==> config.mk <==
export PLATFORM = sky130hd
export DESIGN_NAME = countdown_timer_flat
export DESIGN_NICKNAME = d
export VERILOG_FILES = /design/src/rtl/countdown_timer_if.sv /design/src/rtl/countdown_timer.sv /design/src/flat_wrapper.sv
export SDC_FILE = /design/constraint.sdc
export NUM_CORES = 1
export LEC_CHECK = 0
export ABC_CLOCK_PERIOD_IN_PS = 2700
export CAP_MARGIN = 15
export CORE_AREA = 5 5 59 61
export CTS_CLUSTER_DIAMETER = 40
export DETAILED_ROUTE_END_ITERATION = 16
export DIE_AREA = 0 0 64 66
export PLACE_DENSITY = 0.84
export SYNTH_ARGS = -nofsm -noshare
export SYNTH_HDL_FRONTEND = slang
export SYNTH_SLANG_ARGS = --single-unit
==> constraint.sdc <==
create_clock -name clkmain -period 2.7 [get_ports clkmain]
set_clock_uncertainty 0.2 [all_clocks]
set_input_delay 0.405 -clock clkmain [delete_from_list [all_inputs] [get_ports clkmain]]
set_output_delay 0.405 -clock clkmain [all_outputs]
set_load 0.02 [all_outputs]
==> src/rtl/countdown_timer_if.sv <==
// Control and digit bus of the MM:SS countdown timer.
// master drives the control pulses and preset digits; slave is the timer.
interface countdown_timer_if;
   logic       tick;
   logic       load;
   logic       start;
   logic       stop;
   logic [2:0] preset_min_tens;
   logic [3:0] preset_min_ones;
   logic [2:0] preset_sec_tens;
   logic [3:0] preset_sec_ones;
   logic [2:0] min_tens;
   logic [3:0] min_ones;
   logic [2:0] sec_tens;
   logic [3:0] sec_ones;
   logic [1:0] state;
   logic       done;
   logic       alarm;

   modport master (
      output tick, load, start, stop,
      output preset_min_tens, preset_min_ones, preset_sec_tens, preset_sec_ones,
      input  min_tens, min_ones, sec_tens, sec_ones, state, done, alarm
   );

   modport slave (
      input  tick, load, start, stop,
      input  preset_min_tens, preset_min_ones, preset_sec_tens, preset_sec_ones,
      output min_tens, min_ones, sec_tens, sec_ones, state, done, alarm
   );
endinterface

==> src/rtl/countdown_timer.sv <==
// MM:SS BCD down-counter with an IDLE/RUN/PAUSE/DONE control FSM.
// Event priority per cycle: load > stop > start > tick; an event that is
// illegal in the current state falls through to the next one.
// Optional build macro COUNTDOWN_AUTORELOAD_EN: on expiry the count reloads
// from the shadow preset and the timer keeps running (a zero shadow still
// ends in DONE).
module countdown_timer (
   input  logic             clkmain,
   input  logic             clear_n,
   countdown_timer_if.slave bus
);
   typedef enum logic [1:0] {IDLE = 2'd0, RUN = 2'd1, PAUSE = 2'd2, DONE = 2'd3} state_t;

   // so is the LSB field, so mmss_t'(14'd1) reads as 00:01
   typedef struct packed {
      logic [2:0] mt;
      logic [3:0] mo;
      logic [2:0] st;
      logic [3:0] so;
   } mmss_t;

   state_t state_q, state_d;
   mmss_t  cnt_q, cnt_d, shadow_q, shadow_d, preset_c, cnt_dec;
   logic   done_q, done_d, alarm_q, alarm_d;
   logic   cnt_zero, cnt_one;

   assign cnt_zero = (cnt_q == '0);
   assign cnt_one  = (cnt_q == mmss_t'(14'd1));

   // Clamp out-of-range preset digits to the largest legal value
   always_comb begin
      preset_c.mt = (bus.preset_min_tens > 3'd5) ? 3'd5 : bus.preset_min_tens;
      preset_c.mo = (bus.preset_min_ones > 4'd9) ? 4'd9 : bus.preset_min_ones;
      preset_c.st = (bus.preset_sec_tens > 3'd5) ? 3'd5 : bus.preset_sec_tens;
      preset_c.so = (bus.preset_sec_ones > 4'd9) ? 4'd9 : bus.preset_sec_ones;
   end

   // One-second decrement with the borrow rippling toward minutes tens.
   // Only consumed when the count is at least 00:02, so mt never underflows.
   always_comb begin
      cnt_dec = cnt_q;
      if (cnt_q.so != 4'd0) begin
         cnt_dec.so = cnt_q.so - 4'd1;
      end else begin
         cnt_dec.so = 4'd9;
         if (cnt_q.st != 3'd0) begin
            cnt_dec.st = cnt_q.st - 3'd1;
         end else begin
            cnt_dec.st = 3'd5;
            if (cnt_q.mo != 4'd0) begin
               cnt_dec.mo = cnt_q.mo - 4'd1;
            end else begin
               cnt_dec.mo = 4'd9;
               cnt_dec.mt = cnt_q.mt - 3'd1;
            end
         end
      end
   end

   // State register
   always_ff @(posedge clkmain or negedge clear_n) begin
      if (!clear_n) state_q <= IDLE;
      else          state_q <= state_d;
   end

   // Next state, next count and expiry pulse from the prioritised events
   always_comb begin
      state_d  = state_q;
      cnt_d    = cnt_q;
      shadow_d = shadow_q;
      done_d   = 1'b0;
      if (bus.load && state_q != RUN) begin
         cnt_d    = preset_c;
         shadow_d = preset_c;
         state_d  = IDLE;
      end else if (bus.stop && state_q != IDLE) begin
         state_d = (state_q == RUN) ? PAUSE : IDLE;
      end else if (bus.start && (state_q == IDLE || state_q == PAUSE) && !cnt_zero) begin
         state_d = RUN;
      end else if (bus.tick && state_q == RUN) begin
         if (cnt_zero || cnt_one) begin
            // 00:01 expires normally; 00:00 in RUN expires without underflow
            done_d = 1'b1;
`ifdef COUNTDOWN_AUTORELOAD_EN
            if (shadow_q != '0) begin
               cnt_d = shadow_q;
            end else begin
               cnt_d   = '0;
               state_d = DONE;
            end
`else
            cnt_d   = '0;
            state_d = DONE;
`endif
         end else begin
            cnt_d = cnt_dec;
         end
      end
      alarm_d = (state_d == DONE);
   end

   // Count, shadow preset and status registers
   always_ff @(posedge clkmain or negedge clear_n) begin
      if (!clear_n) begin
         cnt_q    <= '0;
         shadow_q <= '0;
         done_q   <= 1'b0;
         alarm_q  <= 1'b0;
      end else begin
         cnt_q    <= cnt_d;
         shadow_q <= shadow_d;
         done_q   <= done_d;
         alarm_q  <= alarm_d;
      end
   end

   assign bus.min_tens = cnt_q.mt;
   assign bus.min_ones = cnt_q.mo;
   assign bus.sec_tens = cnt_q.st;
   assign bus.sec_ones = cnt_q.so;
   assign bus.state    = state_q;
   assign bus.done     = done_q;
   assign bus.alarm    = alarm_q;
endmodule

==> src/flat_wrapper.sv <==
// flat-port wrapper written by rule: the top's interface ports become plain ports
module countdown_timer_flat 
  (clkmain, clear_n, bus_tick, bus_load, bus_start, bus_stop, bus_preset_min_tens, bus_preset_min_ones, bus_preset_sec_tens, bus_preset_sec_ones, bus_min_tens, bus_min_ones, bus_sec_tens, bus_sec_ones, bus_state, bus_done, bus_alarm);
  countdown_timer_if bus_i ();
  input  logic clkmain;
  input  logic clear_n;
  input wire logic [$bits(bus_i.tick)-1:0] bus_tick;
  input wire logic [$bits(bus_i.load)-1:0] bus_load;
  input wire logic [$bits(bus_i.start)-1:0] bus_start;
  input wire logic [$bits(bus_i.stop)-1:0] bus_stop;
  input wire logic [$bits(bus_i.preset_min_tens)-1:0] bus_preset_min_tens;
  input wire logic [$bits(bus_i.preset_min_ones)-1:0] bus_preset_min_ones;
  input wire logic [$bits(bus_i.preset_sec_tens)-1:0] bus_preset_sec_tens;
  input wire logic [$bits(bus_i.preset_sec_ones)-1:0] bus_preset_sec_ones;
  output wire logic [$bits(bus_i.min_tens)-1:0] bus_min_tens;
  output wire logic [$bits(bus_i.min_ones)-1:0] bus_min_ones;
  output wire logic [$bits(bus_i.sec_tens)-1:0] bus_sec_tens;
  output wire logic [$bits(bus_i.sec_ones)-1:0] bus_sec_ones;
  output wire logic [$bits(bus_i.state)-1:0] bus_state;
  output wire logic [$bits(bus_i.done)-1:0] bus_done;
  output wire logic [$bits(bus_i.alarm)-1:0] bus_alarm;
  assign bus_i.tick = bus_tick;
  assign bus_i.load = bus_load;
  assign bus_i.start = bus_start;
  assign bus_i.stop = bus_stop;
  assign bus_i.preset_min_tens = bus_preset_min_tens;
  assign bus_i.preset_min_ones = bus_preset_min_ones;
  assign bus_i.preset_sec_tens = bus_preset_sec_tens;
  assign bus_i.preset_sec_ones = bus_preset_sec_ones;
  assign bus_min_tens = bus_i.min_tens;
  assign bus_min_ones = bus_i.min_ones;
  assign bus_sec_tens = bus_i.sec_tens;
  assign bus_sec_ones = bus_i.sec_ones;
  assign bus_state = bus_i.state;
  assign bus_done = bus_i.done;
  assign bus_alarm = bus_i.alarm;
  countdown_timer u_core (.clkmain(clkmain), .clear_n(clear_n), .bus(bus_i));
endmodule
---- Word level (Yosys, flattened, before mapping) ----
Cells that the tools add are included.
cells by class
  mux-type cells .......................... 26
  equality and inequality tests ........... 10
  reductions and logical operators ........ 19
  $add $sub $neg .......................... 4
  order comparisons ....................... 4
operators with widths
  kind                   number
  $mux W14               5
  $mux W4                4
  $eq A14 B1 Y1 const B  1
  $logic_not A14 Y1      1
  $mux W2                6
  $mux W3                4
  $mux W10               1
  $ne A3 B3 Y1 const B   3
  $gt A4 B4 Y1 const B   2
  $reduce_bool A4 Y1     2
  $sub A4 B1 Y4 const B  2
  $mux W7                1
  $gt A3 B3 Y1 const B   2
  $ne A2 B1 Y1 const B   3
  $reduce_and A6 Y1      1
  $sub A3 B1 Y3 const B  2
  $logic_and A1 B1 Y1    5
  $mux W1                5
  $reduce_and A5 Y1      1
  $eq A2 B2 Y1 const B   2
  $reduce_and A4 Y1      1
  $reduce_bool A2 Y1     2
  $reduce_and A3 Y1      1
  $reduce_bool A3 Y1     1
  4 further kinds        5
storage, ports and cells
  register bits ........................... 18
  logic and storage cells ................. 70
  bits of input ports ..................... 20
  output and inout port bits .............. 18

---- Logic depth before layout (Yosys ltp) ----
  word-level depth ........................ 9
  gate-level depth with buffers ........... 8
  depth with buffers taken out ............ 7

---- Least setup slack after synthesis ----
No wires, ideal clock.
  path type ............................... reg-to-reg
  start point ............................. register u_core.cnt_q, in the netlist u_core.bus.sec_ones[1]
  end point ............................... register u_core.cnt_q, in the netlist u_core.bus.min_tens[0]
  clock period less this slack ............ 2178 ps
  data required time ...................... 2374 ps
  stages on the path, launching flop included .. 8
  data arrival time ....................... 1852 ps
  path buffers ............................ 1
  slack ................................... 522 ps
  library setup time ...................... 126 ps
  path through ............................ dfrtp_1 > inv_1 > ha_1 > nor3b_1 > nand4_1 > a311o_1 > buf_6 > o32a_1
between the ends
  cells in the longest elaborated chain, start to end .. 7
  elaborated cells on any way between the ends .. 16
  those cells by class .................... eq/ne (5); mux (5); reduce/logical (6)
RTL lines
  item                                                line                                          RTL
  start, declared                                     countdown_timer.sv:23                         mmss_t cnt_q, cnt_d, shadow_q, shadow_d, preset_c, cnt_dec;
  start signal, assigned                              countdown_timer.sv:110                        cnt_q <= cnt_d;
  $eq A14 B1 Y1 or $logic_not A14 Y1 (tied branches)  countdown_timer.sv:28, countdown_timer.sv:27
  $logic_or A1 B1 Y1                                  countdown_timer.sv:81                         if (cnt_zero || cnt_one) begin
  $mux W14                                            countdown_timer.sv:81
  $mux W14                                            countdown_timer.sv:80                         end else if (bus.tick && state_q == RUN) begin
  $mux W14                                            countdown_timer.sv:78                         end else if (bus.start && (state_q == IDLE || state_q == PAUSE) && !cnt_zero) begin
  $mux W14                                            countdown_timer.sv:76                         end else if (bus.stop && state_q != IDLE) begin
  $mux W14                                            countdown_timer.sv:72                         if (bus.load && state_q != RUN) begin
Parallel ways exist; a longest one is shown, timed or not. The select of a mux whose other input is x is not followed.
A chain may end at the register's enable or synchronous reset.

---- Worst setup path after layout ----
  start point ............................. register u_core.cnt_q, in the netlist u_core.bus.min_tens[0]
  end point ............................... register u_core.cnt_q, in the netlist u_core.bus.min_ones[0]
The elaborated chain is that of the path after synthesis.

==> reports/results.tsv <==
metric	value	unit
CP Launch Type	flip-flop	
die width	64	µm
Synth Instances	136	
f_max	0.4288	GHz
P&R area growth vs syn	35.98	%
Initial Util	0.4205	
status	complete, no violations	
Area contributors post-synth	dfrtp_1, o21ai_0, ha_1	
largest net degree at the start of global routing	19	
VDD IR max	0.5738	mV
CP bufs+invs	0	
vias in the first global route	1294	
chip height	66	µm
CP Cell Sequence	nor3_1, nand3_1, o21ai_2, o21ai_0, mux2_2	
Vias per Instance	6.081	
Iteration-0 DRC Markers	112	
Slew Viols, Final	0	
Crit Path Class	reg -> reg	
post-synth top area share	0.3659	
H-Tree Depth	1	
Max-Cap Viols	0	
antenna cells	0	
top-count cell post-synth	dfrtp_1	
Worst Path Arrival	2.32	ns
EDFF count, synth	0	
Routed Antenna Nets	0	
commonest cells in the netlist	dfrtp_1, o21ai_0, a21oi_1, nand2_1, nor2_1	
Avg WL per Cell	15.92	µm
post-cts gate resize count	0	
CTS tree	yes	
Rel. slew slack	0.4637	
CP top delay family	compound AO/OA/AOI/OAI gates	
CP max-delay cell	o21ai_2	
post-route clock period utilization	0.8638	
Hold Violations, Final	0	
clk slew on worst S/H paths	0.11	ns
area of the die	0.004224	mm²
CTS buffer count	3	
vias post-DR	1271	
Detail Placement HPWL	2544	µm
Setup crit end kind	flip-flop	
Final nets	202	
synthesized net count	161	
Final GP Congestion	0.8943	
later-pin clock latency in the skew report	0.30	ns
first-pass GRT wire length	5844	µm
IO buf count	37	
Total Neg Setup Slack	0	ns
Core Rows	20	
Synth cell types	46	
Setup WS post-layout	0.3677	ns
initial antenna violation count	0	
ys async rst share	1.000	
final setup vio count	0	
min Tclk post-route	2.332	ns
FILL cells	274	
Routed WL	3328	µm
Worst-Margin Slew	0.8019	ns
Primary FF master, synth	dfrtp_1	
grt total ovfl	0	
unrepaired setup endpoints after global routing	false	
root buffer cell	clkbuf_4	
Core ar.	0.002928	mm²
setup repair bufs after CTS	0	
# IOs	38	
DP Worst Slack	0.1622	ns
Syn Std Cell Area	0.001231	mm²
crit-path max FO	17	
Power Dens Cells	982.6	mW/mm²
area leader, netlist	dfrtp_1	
drt pass-1 iters	4	
DRC	0	
CTS Sinks	18	
Hold-fix buffers, CTS	0	
Seq/Total Area, Yosys	0.3659	
#FFs+latches synth	18	
YS warnings	0	
GRT Overall Usage	0.1709	
Post-Syn Area per Cell	9.053	µm²
clock tree buffer depth	2	
share of cells above drive strength 1	0.07386	
P_leak	0.0006634	µW
Critical Path RT	2.69	ns
Min-Delay Path Class	in -> async	
CP max stage delay	0.57	ns
[per-stage QoR]
step                total power (µW)  instance area (µm²)  hold slack (ns)  instances  utilization
floorplan                       1085                 1231         -0.09059        136            -
global placement                1430                 1638           0.3312        205       0.5594
detailed placement              1471                 1638           0.3517        205       0.5594
CTS                             1646                 1674           0.3585        209       0.5718
global route                    1778                 1674           0.3894        209       0.5718
finish                          1645                 1674           0.3560        209       0.5718
[kinds of logic (layout without fill, tap and decap cells)]
family          Yosys count  count (layout)  synth area share
compound gates           56              56            0.3151
simple gates             46              46            0.2216
mux                       1               1          0.009146
flops                    18              18            0.3659
buf+inv                  10              50           0.03760
fa+ha+maj                 5               5           0.05081
[final timing paths]
path,cells past startpoint,start,end,slack [ns]
worst max-delay path,5,u_core.bus.min_tens[0],u_core.bus.min_ones[0],0.37
worst min register to register,1,u_core.bus.state[1],u_core.bus.state[0],0.36
min in group clkmain,1,u_core.bus.state[1],u_core.bus.state[0],0.36
worst max register to register,5,u_core.bus.min_tens[0],u_core.bus.min_ones[0],0.37
max in group asynchronous,1,clear_n,u_core.bus.sec_ones[3],1.44
worst min-delay path,1,clear_n,u_core.bus.state[1],0.36
[layout by cell type, fill, tap and decap left out, drive strengths merged, types with 2 or more instances in the layout]
master / netlist / final
inv: 7 / 7
ha: 5 / 5
nor4: 2 / 2
o2bb2ai: 2 / 2
o21ai: 15 / 15
a2bb2oi: 4 / 4
buf: 2 / 2
a21oi: 10 / 10
o21a: 4 / 4
a21boi: 3 / 3
nand2b: 4 / 4
nand3: 3 / 3
clkbuf: 1 / 4
a22o: 3 / 3
clkdlybuf4s50: 0 / 37
nor2: 9 / 9
o31a: 2 / 2
dfrtp: 18 / 18
nor3: 4 / 4
o32a: 2 / 2
nand2: 10 / 10
nand3b: 4 / 4
nor3b: 3 / 3
[metal layers]
layer	vias to the layer above	wire length [µm]	global-route usage
met5	-	0	0
met2	55	1667	0.3028
met1	607	1352	0.1979
met3	10	247	0.04932
met4	0	61	0.04935
li1	599	-	-
[flip-flops by register name, indices dropped and copies added, names as in the netlist]
name	count
u_core.bus.state	2
u_core.bus.alarm	1
u_core.bus.sec_tens	3
u_core.bus.done	1
u_core.bus.min_tens	3
u_core.bus.sec_ones	4
u_core.bus.min_ones	4
[report_power, final]
group | switching (µW) | total [µW] | leakage [µW] | internal (µW)
clock network | 87.5 | 170 | 0.0000210 | 82.2
logic | 466 | 925 | 0.000420 | 459
registers | 179 | 550 | 0.000222 | 371
[cell type report]
class	instances	area, µm²	share of cell area
timing repair buffer	39	385.4	0.2302
multi-input combinational	108	734.5	0.4387
inverter	7	26.28	0.01570
tap	33	41.29	0.02466
clock buffer	4	36.28	0.02167
sequential	18	450.4	0.2691
(Power assumes the default switching activity.)
